`src/rtl/gmii_pkg.sv`:
```
// Shared definitions for the GMII receive path: parser states, protocol
// constants, header byte offsets and the byte-wide CRC-32 step.
package gmii_pkg;

    typedef enum logic [3:0] {
        S_IDLE,
        S_PRE,
        S_ETH,
        S_IPH,
        S_UDPH,
        S_PID,
        S_RESOL,
        S_VIDEO,
        S_AUX,
        S_FCS,
        S_DROP
    } state_t;

    localparam logic [7:0]  PID_VIDEO    = 8'h00;
    localparam logic [7:0]  PID_AUDIO    = 8'h01;
    localparam logic [7:0]  PRE_BYTE     = 8'h55;
    localparam logic [7:0]  SFD_BYTE     = 8'hD5;

    localparam logic [31:0] CRC_INIT     = 32'hFFFFFFFF;
    localparam logic [31:0] CRC_POLY_REF = 32'hEDB88320;
    localparam logic [31:0] CRC_RESIDUE  = 32'hC704DD7B;

    // Header lengths and offsets of the checked fields, in bytes
    localparam logic [10:0] ETH_LEN       = 11'd14;
    localparam logic [10:0] ETH_TYPE_OFS  = 11'd12;
    localparam logic [10:0] IPH_LEN       = 11'd20;
    localparam logic [10:0] IPH_PROT_OFS  = 11'd9;
    localparam logic [10:0] UDPH_LEN      = 11'd8;
    localparam logic [10:0] UDP_DPORT_OFS = 11'd2;
    localparam logic [10:0] UDP_LEN_OFS   = 11'd4;

    // One byte of reflected CRC-32, LSB of the data first
    function automatic logic [31:0] crc32_byte(input logic [31:0] crc, input logic [7:0] data);
        logic [31:0] r;
        r = crc;
        for (int unsigned i = 0; i < 8; i++) begin
            r = (r[0] ^ data[i]) ? ((r >> 1) ^ CRC_POLY_REF) : (r >> 1);
        end
        return r;
    endfunction

endpackage

```
`src/rtl/gmii_rx_video_crc_chk.sv`:
```
// Byte-wide CRC-32 checker; residue is the bit-reversed register so that a
// frame followed by its own FCS leaves CRC_RESIDUE.
module crc_chk
    import gmii_pkg::*;
(
    input  logic        clk,
    input  logic        rst,
    input  logic        init,
    input  logic        en,
    input  logic [7:0]  data,
    output logic [31:0] residue
);

    logic [31:0] crc;

    // CRC register: preset on init, advance one byte on en
    always_ff @(posedge clk or posedge rst) begin
        if (rst) begin
            crc <= CRC_INIT;
        end else if (init) begin
            crc <= CRC_INIT;
        end else if (en) begin
            crc <= crc32_byte(crc, data);
        end
    end

    // Present the register MSB-first for comparison with the residue constant
    always_comb begin
        residue = {<<{crc}};
    end

endmodule

```
`src/rtl/gmii_rx_video.sv`:
```
// GMII receive parser: filters MAC/IP/UDP headers and streams video pixel
// pairs or aux bytes to their FIFOs, then reports per-frame FCS status.
module gmii_rx_video
    import gmii_pkg::*;
#(
    parameter logic [47:0] my_mac    = 48'h002345678902,
    parameter logic [15:0] ip_type   = 16'h0800,
    parameter logic [7:0]  ip_prot   = 8'h11,
    parameter logic [15:0] udp_dport = 16'd12345,
    parameter logic [15:0] udp_len   = 16'd1290,
    parameter logic [3:0]  max_pre   = 4'd7
) (
    input  logic        rx_clk,
    input  logic        sys_rst,
    input  logic        id,
    input  logic        rx_dv,
    input  logic        rx_er,
    input  logic [7:0]  rxd,
    output logic        vid_we,
    output logic [27:0] vid_din,
    input  logic        vid_full,
    output logic        aux_we,
    output logic [7:0]  aux_din,
    input  logic        aux_full,
    output logic        frame_ok,
    output logic        frame_err,
    output logic [15:0] drop_cnt
);

    // Index of the last payload byte, counting the PID byte as 0
    localparam logic [10:0] PAY_LAST = 11'(udp_len - 16'd9);

    logic        rx_dv_q, rx_er_q;
    logic [7:0]  rxd_q;
    state_t      state, state_n, hdr_next;
    logic [10:0] cnt, cnt_n, hdr_last;
    logic [11:0] line, line_n;
    logic [7:0]  y_hold, y_n, exp_byte, aux_byte;
    logic        err_flag, err_n, chk_en;
    logic [2:0]  fcs_cnt, fcs_n;
    logic        vid_we_n, aux_we_n, ok_n, bad_n, pix_wr, aux_wr;
    logic [27:0] vid_din_n, pix_word;
    logic [7:0]  aux_din_n;
    logic        crc_init, crc_en;
    logic [31:0] residue;
    logic [47:0] mac_eff;

    assign mac_eff = {my_mac[47:8], my_mac[7:0] - {7'd0, id}};

    crc_chk u_crc_chk (
        .clk     (rx_clk),
        .rst     (sys_rst),
        .init    (crc_init),
        .en      (crc_en),
        .data    (rxd_q),
        .residue (residue)
    );

    // Register the GMII inputs before parsing
    always_ff @(posedge rx_clk or posedge sys_rst) begin
        if (sys_rst) begin
            rx_dv_q <= 1'b0;
            rx_er_q <= 1'b0;
            rxd_q   <= '0;
        end else begin
            rx_dv_q <= rx_dv;
            rx_er_q <= rx_er;
            rxd_q   <= rxd;
        end
    end

    // Parser state, counters and registered outputs
    always_ff @(posedge rx_clk or posedge sys_rst) begin
        if (sys_rst) begin
            state     <= S_IDLE;
            cnt       <= '0;
            line      <= '0;
            y_hold    <= '0;
            err_flag  <= 1'b0;
            fcs_cnt   <= '0;
            vid_we    <= 1'b0;
            vid_din   <= '0;
            aux_we    <= 1'b0;
            aux_din   <= '0;
            frame_ok  <= 1'b0;
            frame_err <= 1'b0;
            drop_cnt  <= '0;
        end else begin
            state     <= state_n;
            cnt       <= cnt_n;
            line      <= line_n;
            y_hold    <= y_n;
            err_flag  <= err_n;
            fcs_cnt   <= fcs_n;
            vid_we    <= vid_we_n;
            vid_din   <= vid_din_n;
            aux_we    <= aux_we_n;
            aux_din   <= aux_din_n;
            frame_ok  <= ok_n;
            frame_err <= bad_n;
            if (bad_n && drop_cnt != 16'hFFFF) begin
                drop_cnt <= drop_cnt + 16'd1;
            end
        end
    end

    // Next-state, header filtering and FIFO write generation
    always_comb begin
        state_n   = state;
        cnt_n     = cnt;
        line_n    = line;
        y_n       = y_hold;
        err_n     = err_flag;
        fcs_n     = fcs_cnt;
        vid_we_n  = 1'b0;
        vid_din_n = vid_din;
        aux_we_n  = 1'b0;
        aux_din_n = aux_din;
        ok_n      = 1'b0;
        bad_n     = 1'b0;
        crc_init  = 1'b0;
        crc_en    = 1'b0;
        pix_wr    = 1'b0;
        pix_word  = '0;
        aux_wr    = 1'b0;
        aux_byte  = '0;
        exp_byte  = '0;
        chk_en    = 1'b0;
        hdr_last  = '0;
        hdr_next  = S_IDLE;

        // Which header byte is checked against what, and where each header ends
        case (state)
            S_ETH: begin
                hdr_last = ETH_LEN - 11'd1;
                hdr_next = S_IPH;
                chk_en   = 1'b1;
                case (cnt)
                    11'd0:                 exp_byte = mac_eff[47:40];
                    11'd1:                 exp_byte = mac_eff[39:32];
                    11'd2:                 exp_byte = mac_eff[31:24];
                    11'd3:                 exp_byte = mac_eff[23:16];
                    11'd4:                 exp_byte = mac_eff[15:8];
                    11'd5:                 exp_byte = mac_eff[7:0];
                    ETH_TYPE_OFS:          exp_byte = ip_type[15:8];
                    ETH_TYPE_OFS + 11'd1:  exp_byte = ip_type[7:0];
                    default:               chk_en   = 1'b0;
                endcase
            end
            S_IPH: begin
                hdr_last = IPH_LEN - 11'd1;
                hdr_next = S_UDPH;
                chk_en   = (cnt == IPH_PROT_OFS);
                exp_byte = ip_prot;
            end
            S_UDPH: begin
                hdr_last = UDPH_LEN - 11'd1;
                hdr_next = S_PID;
                chk_en   = 1'b1;
                case (cnt)
                    UDP_DPORT_OFS:         exp_byte = udp_dport[15:8];
                    UDP_DPORT_OFS + 11'd1: exp_byte = udp_dport[7:0];
                    UDP_LEN_OFS:           exp_byte = udp_len[15:8];
                    UDP_LEN_OFS + 11'd1:   exp_byte = udp_len[7:0];
                    default:               chk_en   = 1'b0;
                endcase
            end
            default: ;
        endcase

        case (state)
            S_IDLE: begin
                if (rx_dv_q) begin
                    state_n = (rxd_q == PRE_BYTE) ? S_PRE : S_DROP;
                    cnt_n   = 11'd1;
                    err_n   = 1'b0;
                end
            end
            S_PRE: begin
                if (!rx_dv_q) begin
                    state_n = S_IDLE;
                end else if (rxd_q == SFD_BYTE) begin
                    state_n  = S_ETH;
                    cnt_n    = '0;
                    crc_init = 1'b1;
                end else if (rxd_q == PRE_BYTE && cnt < {7'd0, max_pre}) begin
                    cnt_n = cnt + 11'd1;
                end else begin
                    state_n = S_DROP;
                end
            end
            S_ETH, S_IPH, S_UDPH: begin
                if (!rx_dv_q) begin
                    state_n = S_IDLE;
                end else begin
                    crc_en = 1'b1;
                    if (chk_en && rxd_q != exp_byte) begin
                        state_n = S_DROP;
                    end else if (cnt == hdr_last) begin
                        state_n = hdr_next;
                        cnt_n   = '0;
                    end else begin
                        cnt_n = cnt + 11'd1;
                    end
                end
            end
            S_PID, S_RESOL, S_VIDEO, S_AUX: begin
                if (!rx_dv_q) begin
                    state_n = S_IDLE;
                    bad_n   = 1'b1;
                end else begin
                    crc_en = 1'b1;
                    cnt_n  = cnt + 11'd1;
                    if (rx_er_q) begin
                        err_n = 1'b1;
                    end
                    if (state == S_PID) begin
                        if (rxd_q == PID_VIDEO) begin
                            state_n = S_RESOL;
                        end else if (rxd_q == PID_AUDIO) begin
                            state_n = S_AUX;
                        end else begin
                            state_n = S_DROP;
                        end
                    end else if (state == S_RESOL) begin
                        if (cnt == 11'd1) begin
                            line_n[7:0] = rxd_q;
                        end else begin
                            line_n[11:8] = rxd_q[3:0];
                            state_n      = S_VIDEO;
                        end
                    end else if (state == S_VIDEO) begin
                        // Odd payload index carries Y; a Y that ends the payload is written alone
                        if (cnt[0]) begin
                            y_n = rxd_q;
                            if (cnt == PAY_LAST) begin
                                pix_wr   = 1'b1;
                                pix_word = {line, rxd_q, 8'h00};
                            end
                        end else begin
                            pix_wr   = 1'b1;
                            pix_word = {line, y_hold, rxd_q};
                        end
                    end else begin
                        aux_wr   = 1'b1;
                        aux_byte = rxd_q;
                    end
                    if ((state == S_VIDEO || state == S_AUX) && cnt == PAY_LAST) begin
                        state_n = S_FCS;
                        fcs_n   = '0;
                    end
                end
            end
            S_FCS: begin
                if (!rx_dv_q) begin
                    state_n = S_IDLE;
                    if (fcs_cnt == 3'd4 && residue == CRC_RESIDUE && !err_flag) begin
                        ok_n = 1'b1;
                    end else begin
                        bad_n = 1'b1;
                    end
                end else begin
                    crc_en = 1'b1;
                    if (rx_er_q) begin
                        err_n = 1'b1;
                    end
                    if (fcs_cnt != 3'd7) begin
                        fcs_n = fcs_cnt + 3'd1;
                    end
                end
            end
            S_DROP: begin
                if (!rx_dv_q) begin
                    state_n = S_IDLE;
                end
            end
            default: state_n = S_IDLE;
        endcase

        // A write into a full FIFO is discarded and spoils the frame
        if (pix_wr) begin
            if (vid_full) begin
                err_n = 1'b1;
            end else begin
                vid_we_n  = 1'b1;
                vid_din_n = pix_word;
            end
        end
        if (aux_wr) begin
            if (aux_full) begin
                err_n = 1'b1;
            end else begin
                aux_we_n  = 1'b1;
                aux_din_n = aux_byte;
            end
        end
    end

endmodule

```
`config.mk`:
```
export PLATFORM = sky130hd
export DESIGN_NAME = gmii_rx_video
export DESIGN_NICKNAME = d
export VERILOG_FILES = /design/src/rtl/gmii_pkg.sv /design/src/rtl/gmii_rx_video_crc_chk.sv /design/src/rtl/gmii_rx_video.sv
export SDC_FILE = /design/constraint.sdc
export NUM_CORES = 1
export LEC_CHECK = 0
export CORE_ASPECT_RATIO = 0.5
export CORE_MARGIN = 8
export CORE_UTILIZATION = 50
export CTS_BUF_LIST = sky130_fd_sc_hd__clkbuf_8 sky130_fd_sc_hd__clkbuf_16
export DETAILED_ROUTE_END_ITERATION = 8
export PLACE_DENSITY = 0.74
export SLEW_MARGIN = 40
export SYNTH_ARGS = -nofsm -noshare
export SYNTH_HDL_FRONTEND = slang
export SYNTH_SLANG_ARGS = --single-unit
```
`constraint.sdc`:
```
create_clock -name rx_clk -period 3.85 [get_ports rx_clk]
set_input_delay 0.385 -clock rx_clk [delete_from_list [all_inputs] [get_ports rx_clk]]
set_output_delay 0.385 -clock rx_clk [all_outputs]
set_load 0.01 [all_outputs]
```
==> impl_metrics.ini, run 1 <==
[outcome]
outcome = finished clean

[worst_setup_path]
reg2reg_to = state[0]
cp_max_fo = 11
r2r-start = cnt[0]
worstSetupPathType = reg2reg
end_kind = flop
critPathLaunchType = flop
rr_worst_depth = 10
arrival_ns = 3.48
rrSetupSlack_ns = 0.68
crit_end = state[0]
crit_start = cnt[0]
required_ns = 4.15

[pwr]
switching_share_pct = 39.9
switchingPower_uw = 3090
pwr-share-comb_pct = 49.1
power_density_nw_per_um2 = 860
clkPwrFrac_pct = 21.2
internal-power_uw = 4660
sequentialPowerShare_pct = 29.7
cellLeakagePower_uw = 0.00392
ir_worst_vdd_mv = 0.452

[yosys]
netlist_instances = 791
synth_area_leaders = dfrtp_1 35%, dfstp_2 11%, xnor2_1 7.0%
avgSynthCellArea_um2 = 9.44
yosysUniqueCellTypes = 73
async_flop_share_pct = 100
synthTopCellsByCount = 112 x nand2_1, 105 x dfrtp_1, 80 x nor2_1
synth-edff-count = 0
synth_nets = 814
yosysMostFrequentCell = nand2_1
syn_area_um2 = 7470
yosys_warnings = 0
synth_top_area_share_pct = 35.2
yosys_most_used_dff = dfrtp_1
ys_seq_elements = 137
synth_area_leader_cell = dfrtp_1
yosysSeqAreaShare_pct = 46.4

[route]
drc = 0
vias = 6040
drtIter0Drc = 552
vias_per_cell = 5.64
firstDrtPassIters = 5
ant_nets = 0
avgRoutedWirePerCell_um = 17.3
routed_wl_mm = 18.5

[place]
io_buffer_count = 70
placed_area_um2 = 8430
gp_congestion = 0.884
dp_hpwl_mm = 13.0

[grt]
antenna_found_initial = 0
grt_pass1_vias = 5974
track_usage_pct = 19.7
overflow = 0
grt_pass1_wl_mm = 30.6
grt_max_degree = 64

[min_path]
hold_path.class = in2async

[finish]
insertedDiodeCount = 0
layout-drive-gt1-share_pct = 16.3
syn_to_final_growth_pct = 20.6
nFillCells = 1200
nets = 882
design_area_um2 = 9010

[sta]
worst_pin_slew_ns = 0.730
maxSlewViolCount = 0
max_slew_margin_pct = 51.0
report.final.setup_viol = 0
tns_ns = 0
fmax_ghz = 0.315
finClkSkew_ns = 0.0109
hold_violations = 0
rsz0062_at_grt = false
hold_ws_ns = 0.310
min_period_ns = 3.17
post-route-period-util_pct = 82.4

[job]
max-cap-violations = 0

[cts]
cts_hold_buf = 0
cts_post_setup_buffers_inserted = 0
ctsHtreeMaxLevel = 4
cts.sinks = 137
cts_resized = 0
cts_made_buffers = 17
cts_tree = yes
clockRootBuffer = clkbuf_16
clock_path_buffers = 2
clk_latency_ns = 0.43
clk_pin_slew_ns = 0.07

[floorplanning]
rows = 31
start_util_pct = 51.4
die_w_um = 189
die_h_um = 102
fp.coreArea_um2 = 14500
io_pins = 71
dieArea_um2 = 19300
-- cell families after synthesis --
kind of cell             Yosys count  synth area share, %
AO/OA/AOI/OAI                    129                 11.3
XOR/XNOR                          93                 11.0
adder cells (fa/ha/maj)            8                 1.34
buffers and inverters             65                 3.60
flip-flops                       137                 46.4
multiplexers                      32                 4.79
AND/OR/NAND/NOR                  327                 21.5
-- area by class of cell --
class / count / area, um^2 / area share [%]
Inverter: 21 / 82.6 / 0.916
Multi-Input combinational cell: 589 / 3750 / 41.7
Sequential cell: 137 / 3470 / 38.5
Tap cell: 198 / 248 / 2.75
Timing Repair Buffer: 93 / 873 / 9.69
Clock inverter: 15 / 161 / 1.79
Clock buffer: 17 / 425 / 4.72
-- per-layer routing --
layer | share of wire [%] | up-vias | global-route usage [%]
met1 | 46 | 2963 | 26.0
met3 | 5.7 | 30 | 3.85
li1 | - | 2861 | -
met4 | 1.5 | 0 | 6.33
met2 | 47 | 186 | 32.4
met5 | 0 | - | 0
-- worst max-delay path, stage by stage (launching register included) --
cell and delay, ns:
dfrtp_1 0.56, ha_1 0.38, nor3b_1 0.25, a41oi_1 0.17
o32ai_2 0.30, xnor2_1 0.15, o21ai_1 0.13, o41ai_4 0.40
a221oi_2 0.13, o21ai_2 0.23, mux2_1 0.35
-- through the flow --
step | instances | setup slack, ns | total power, uW | util, %
floorplan | 791 | 0.893 | 5170 | -
CTS | 1070 | 0.694 | 7770 | 62.0
finish | 1070 | 0.677 | 7760 | 62.0
global placement | 1038 | 0.760 | 6000 | 57.9
global route | 1070 | 0.427 | 8290 | 62.0
detailed placement | 1038 | 0.724 | 6090 | 57.9
-- sequential cells by signal, indices dropped and copies added (netlist names), 3 cells and up --
register and cells:
aux_din 8, cnt 11, line 12, y_hold 8
vid_din 28, rxd_q 8, fcs_cnt 3, u_crc_chk.crc 32
state 4, drop_cnt 16
-- worst min path at each step --
stage                              end  cells past startpoint  slack, ns     from
final                     drop_cnt[13]                      2       0.31  sys_rst
after global routing      drop_cnt[13]                      2       0.36  sys_rst
after CTS                 drop_cnt[13]                      2       0.32  sys_rst
after detailed placement   vid_din[23]                      2       0.45  line[7]
after global placement     vid_din[23]                      2       0.45  line[7]
after floorplan                rx_dv_q                      0       0.42    rx_dv
-- power groups by stage --
stage	Sequential (uW)	Clock [uW]	Combinational [uW]
floorplan	2220	0	2940
global placement	2300	0	3700
detailed placement	2320	0	3760
CTS	2300	1660	3800
global route	2360	1740	4190
finish	2310	1640	3810
-- placed cells by master (no fill, tap or decap), drive strengths merged, types with 27 or more instances in the layout --
cell / instances
nand2: 114
dfrtp: 105
nor2: 80
clkdlybuf4s50: 70
xnor2: 61
nand3: 42
o21ai: 40
a21oi: 36
xor2: 32
dfstp: 32
mux2: 30
inv: 27
No activity file was read; power rests on OpenSTA's default activity.
==> inputs of run 2 (changes only) <==
PLACE_DENSITY = 0.71   (was 0.74)
clock period = 3.3 ns   (was 3.85 ns; I/O delays follow)
==> run 2 against run 1 <==
Core utilization rose by 1.0 points. Sequential share of layout area fell by 0.58 points. Via count is 1.2% higher. Design area increased by 1.6%. Clock power grew 13%. Combinational power grew 20%. Critical endpoint is now state[2]. Largest power group unchanged. Setup slack got worse by 0.49 ns. Fmax up 1.8%. Clock-buffer cell count rose by 1. Global-route usage is 0.88 points higher. Largest cell class unchanged.
==> impl_metrics.ini, run 2 (same netlist as run 1, synthesis figures left out) <==
[floorplanning]
die_h_um = 102
fp.coreArea_um2 = 14500
io_pins = 71
die_w_um = 189
dieArea_um2 = 19300
rows = 31
start_util_pct = 51.4

[finish]
insertedDiodeCount = 0
final_common_cell = nand2_1
syn_to_final_growth_pct = 22.6
finalNonFillerCells = 1086
postLayoutCoreUtil_pct = 63.0
regArea_um2 = 3470
layout.cells.most_common_list = 112 x nand2_1, 103 x dfrtp_1, 80 x nor2_1
largest_reg_flops = 32
nets = 898
nFillCells = 1263
top_register = u_crc_chk.crc
layout-drive-gt1-share_pct = 18.0
reg_top3 = u_crc_chk.crc: 32 flops, vid_din: 28 flops, drop_cnt: 16 flops
multi_input_area_um2 = 3750

[worst_setup_path]
required_ns = 3.61
end_kind = flop
arrival_ns = 3.43
r2r-start = state[0]
path_common_cell = buf_4
reg2reg_to = state[2]
cpMaxStageDelayCell = dfrtp_1
cp_max_fo = 8
rr_worst_depth = 11
critPathMaxStageDelay_ns = 0.48
rrSetupSlack_ns = 0.18
path_cells = buf_4 > nor4b_2 > a221oi_1 > a21o_1 > or3_1 > nand4_2 > o41ai_4 > buf_4 > a221oi_2 > o21ai_2 > mux2_1
critPathLaunchType = flop
worstSetupPathType = reg2reg

[place]
gp_congestion = 0.888
dp_hpwl_mm = 13.3
post-place-cells = 1053
io_buffer_count = 70

[outcome]
outcome = finished clean

[grt]
grt_pass1_vias = 6127
track_usage_pct = 20.5
grt_max_degree = 64
overflow = 0
grt_pass1_wl_mm = 32.0
antenna_found_initial = 0

[min_path]
hold_path.class = in2async

[sta]
worst_pin_slew_ns = 0.853
report.final.setup_viol = 0
maxSlewViolCount = 0
rsz0062_at_grt = false
finClkSkew_ns = 0.0190
min_period_ns = 3.12
post-route-period-util_pct = 94.5
max_slew_margin_pct = 42.7
hold_violations = 0
fmax_ghz = 0.321
tns_ns = 0

[cts]
clk_pin_slew_ns = 0.07
cts_made_buffers = 17
cts.sinks = 137
clockRootBuffer = clkbuf_16
clk_latency_ns = 0.43
ctsHtreeMaxLevel = 4
clock_path_buffers = 2
cts_tree = yes
cts_hold_buf = 0

[pwr]
cellLeakagePower_uw = 0.00400
ir_worst_vdd_mv = 0.549
power_density_nw_per_um2 = 997

[route]
vias_per_cell = 5.63
vias = 6114
drtIter0Drc = 581
ant_nets = 0
drc = 0
avgRoutedWirePerCell_um = 17.6
firstDrtPassIters = 5
routed_wl_mm = 19.1

[job]
max-cap-violations = 0
run 2: worst max-delay path, delay by kind of cell, from the launching register on:
family	cells	cell delay (ns)
mux	1	0.32
simple gates	3	0.93
compound gates	5	0.89
buf+inv	2	0.39
flops	1	0.48
run 2: worst max-delay path by stage:
stage                         from       end  slack [ns]
after floorplan           state[0]  state[0]        0.34
after CTS                   cnt[0]  state[2]        0.15
after detailed placement    cnt[0]  state[1]        0.18
after global placement    state[0]  state[1]        0.27
after global routing      state[0]  state[2]        0.03
final                     state[0]  state[2]        0.18
run 2: metal layers:
metal / part of all wire (%) / up-vias / GRT usage, %
li1: - / 2909 / -
met1: 47 / 3005 / 27.3
met2: 47 / 172 / 33.4
met3: 5.2 / 28 / 4.90
met4: 1.1 / 0 / 5.61
met5: 0 / - / 0
run 2: layout make-up:
class	instances	share of cell area (%)
clock inverter	14	1.37
multi-input combinational	589	41.0
inverter	21	0.902
timing repair buffer	109	11.3
sequential	137	37.9
clock buffer	18	4.80
tap	198	2.70
run 2: timing repair:
item                       in CTS  in global routing
resized for setup               0                  3
buffers inserted                0                  1
setup endpoints to repair       0                  7
run 2: per-stage QoR:
step	setup WS (ns)	hold WS, ns	area (um^2)	total power [uW]
2_1_floorplan	0.343	0.361	7470	6030
3_3_place_gp	0.273	0.445	8550	7120
3_5_place_dp	0.182	0.456	8580	7210
4_1_cts	0.153	0.287	9150	9110
5_1_grt	0.0346	0.293	9160	9780
6_report	0.182	0.265	9160	9130
run 2: power by group:
group	total, uW	internal [uW]	switching, uW	leakage (uW)
logic	4570	2150	2420	0.00200
registers	2710	2270	435	0.00174
clock network	1850	1010	839	0.000267
==> inputs of run 3 (changes only) <==
ABC_AREA = 1   (was unset)
CORE_ASPECT_RATIO = 1.4   (was 0.5)
==> run 3 against run 2 <==
Cell count up 17%. Total power down 1.7%. Sequential power fell by 4%. Clock power increased by 3%. Design area increased by 3.5%. Fmax up 4.7%. Die area is 4.0% higher. Critical path type unchanged. Non-clock buffer count fell by 14. Critical endpoint is now u_crc_chk.crc[19]. Worst hold slack improved by 0.072 ns. Setup slack better by 0.14 ns. Register-to-register slack better by 0.14 ns.
==> impl_metrics.ini, run 3 <==
[yosys]
synth_area_leaders = dfrtp_1 33%, dfstp_2 11%, nand2_1 9.7%
yosysSeqAreaShare_pct = 43.9
yosys_warnings = 0
ys_seq_elements = 137
netlist_instances = 977
avgSynthCellArea_um2 = 8.08
syn_area_um2 = 7900
synth_area_leader_cell = dfrtp_1
synth_nets = 1000
async_flop_share_pct = 100
yosys_most_used_dff = dfrtp_1
synthTopCellsByCount = 204 x nand2_1, 132 x inv_1, 105 x dfrtp_1
yosysMostFrequentCell = nand2_1
synth-edff-count = 0
yosysUniqueCellTypes = 47
synth_top_area_share_pct = 33.3

[finish]
insertedDiodeCount = 0
final_common_cell = nand2_1
top_register = u_crc_chk.crc
nets = 1082
layout.cells.most_common_list = 204 x nand2_1, 131 x inv_1, 105 x dfrtp_1
postLayoutCoreUtil_pct = 61.0
reg_top3 = u_crc_chk.crc: 32 flops, vid_din: 28 flops, drop_cnt: 16 flops
largest_reg_flops = 32
design_area_um2 = 9480
syn_to_final_growth_pct = 20.1
layout-drive-gt1-share_pct = 10.8

[worst_setup_path]
arrival_ns = 3.34
rr_worst_depth = 14
reg2reg_to = u_crc_chk.crc[19]
critPathLaunchType = flop
required_ns = 3.66
cp_max_fo = 12
r2r-start = state[2]
worstSetupPathType = reg2reg
end_kind = flop
rrSetupSlack_ns = 0.32

[grt]
grt_max_degree = 138
grt_pass1_vias = 7007
antenna_found_initial = 0
overflow = 0
track_usage_pct = 21.9
grt_pass1_wl_mm = 34.7

[floorplanning]
rows = 54
die_w_um = 122
dieArea_um2 = 20100
start_util_pct = 50.8
io_pins = 71
fp.coreArea_um2 = 15500
die_h_um = 165

[route]
avgRoutedWirePerCell_um = 16.6
vias = 6834
firstDrtPassIters = 5
dr_wl_met3_um = 929
vias_per_cell = 5.39
routed_wl_mm = 21.1
wl_met2_mm = 11.0
drc = 0
drtIter0Drc = 546
top_layer = met4
wirelength_met1_mm = 8.32
ant_nets = 0

[place]
io_buffer_count = 70
gp_congestion = 0.973
dp_slack_ns = 0.271
placed_area_um2 = 8880
dp_hpwl_mm = 15.1

[sta]
tns_ns = 0
finClkSkew_ns = 0.0111
fmax_ghz = 0.336
report.final.setup_viol = 0
hold_violations = 0
rsz0062_at_grt = false
worst_pin_slew_ns = 0.806
post-route-period-util_pct = 90.2
min_period_ns = 2.98
maxSlewViolCount = 0
max_slew_margin_pct = 46.1
layout_setup_ws_ns = 0.322

[cts]
cts_made_buffers = 17
cts.sinks = 137
clk_pin_slew_ns = 0.07
cts_hold_buf = 0
clock_path_buffers = 2
cts_tree = yes
clk_latency_ns = 0.43
ctsHtreeMaxLevel = 4
clockRootBuffer = clkbuf_16

[outcome]
outcome = finished clean

[min_path]
hold_path.class = in2reg
hold_end = rx_er_q
hp-start = rx_er
min_path_cells = 1

[pwr]
cellLeakagePower_uw = 0.00437
power.total_uw = 8980
power_density_nw_per_um2 = 947
ir_worst_vdd_mv = 0.578

[job]
max-cap-violations = 0
-- run 3: changes by cell type after synthesis, sizes merged, moves of 16 or more --
cell and delta:
clkbuf -16, inv +116, mux2 -30, nand2 +93, nand3 +23, o21ai +44
xnor2 -38, xor2 +39
-- run 3: stage by stage --
| stage | hold WS, ns | instances |
|---|---|---|
| 2_1_floorplan | 0.361 | 977 |
| 3_3_place_gp | 0.466 | 1236 |
| 3_5_place_dp | 0.470 | 1236 |
| 4_1_cts | 0.326 | 1268 |
| 5_1_grt | 0.327 | 1268 |
| 6_report | 0.338 | 1268 |
-- run 3: cells by family (layout without fill, tap and decap cells) --
| kind of cell | after synthesis | after routing | synth area share (%) |
|---|---|---|---|
| flops | 137 | 137 | 43.9 |
| simple gates | 411 | 411 | 22.7 |
| xor+xnor | 94 | 94 | 11.8 |
| buf+inv | 169 | 264 | 8.67 |
| fa+ha+maj | 8 | 8 | 1.27 |
| compound gates | 158 | 158 | 11.6 |
-- run 3: power breakdown --
group / internal [uW] / switching, uW / total, uW / leakage [uW]
Combinational: 1700 / 2760 / 4460 / 0.00240
Clock: 1020 / 891 / 1910 / 0.000288
Sequential: 2270 / 338 / 2610 / 0.00169
Total: 4990 / 3990 / 8980 / 0.00437
-- run 3: final cells by class --
type | count | area (um^2)
flip-flops and latches | 137 | 3470
fillers | 1414 | 6060
multi-input cells | 671 | 3740
well taps | 196 | 245
clock inverters | 15 | 179
inverters | 137 | 520
repair buffers | 95 | 901
clock buffers | 17 | 425
-- run 3: repair_timing --
action,in CTS,in global routing
resized for setup,0,2
setup buffers,0,0
endpoints found under the setup margin,0,15
-- run 3: worst max-delay path, cell delays in order, from the launching register on --
cell	delay (ns)
dfrtp_1	0.41
nor2_1	0.18
inv_1	0.08
nor2_2	0.21
inv_1	0.19
nor2_1	0.12
inv_1	0.07
nor2_2	0.13
inv_1	0.05
nand3_1	0.10
inv_2	0.04
nor2_1	0.61
inv_1	0.42
o22ai_1	0.24
inv_1	0.06
-- run 3: how the worst max path moves through the flow --
stage	from	to	slack, ns	depth (start not counted)
final	state[2]	u_crc_chk.crc[19]	0.32	14
after global routing	state[2]	u_crc_chk.crc[22]	0.008	14
after CTS	cnt[1]	vid_din[27]	0.26	10
after detailed placement	cnt[1]	vid_din[27]	0.27	10
after global placement	cnt[1]	vid_din[16]	0.28	10
after floorplan	cnt[0]	state[3]	0.97	18
-- run 3: layer usage --
layer / vias to the layer above / track usage [%]
li1: 3342 / -
met1: 3228 / 24.2
met2: 200 / 39.5
met3: 64 / 4.21
met4: 0 / 10.3
met5: - / 0
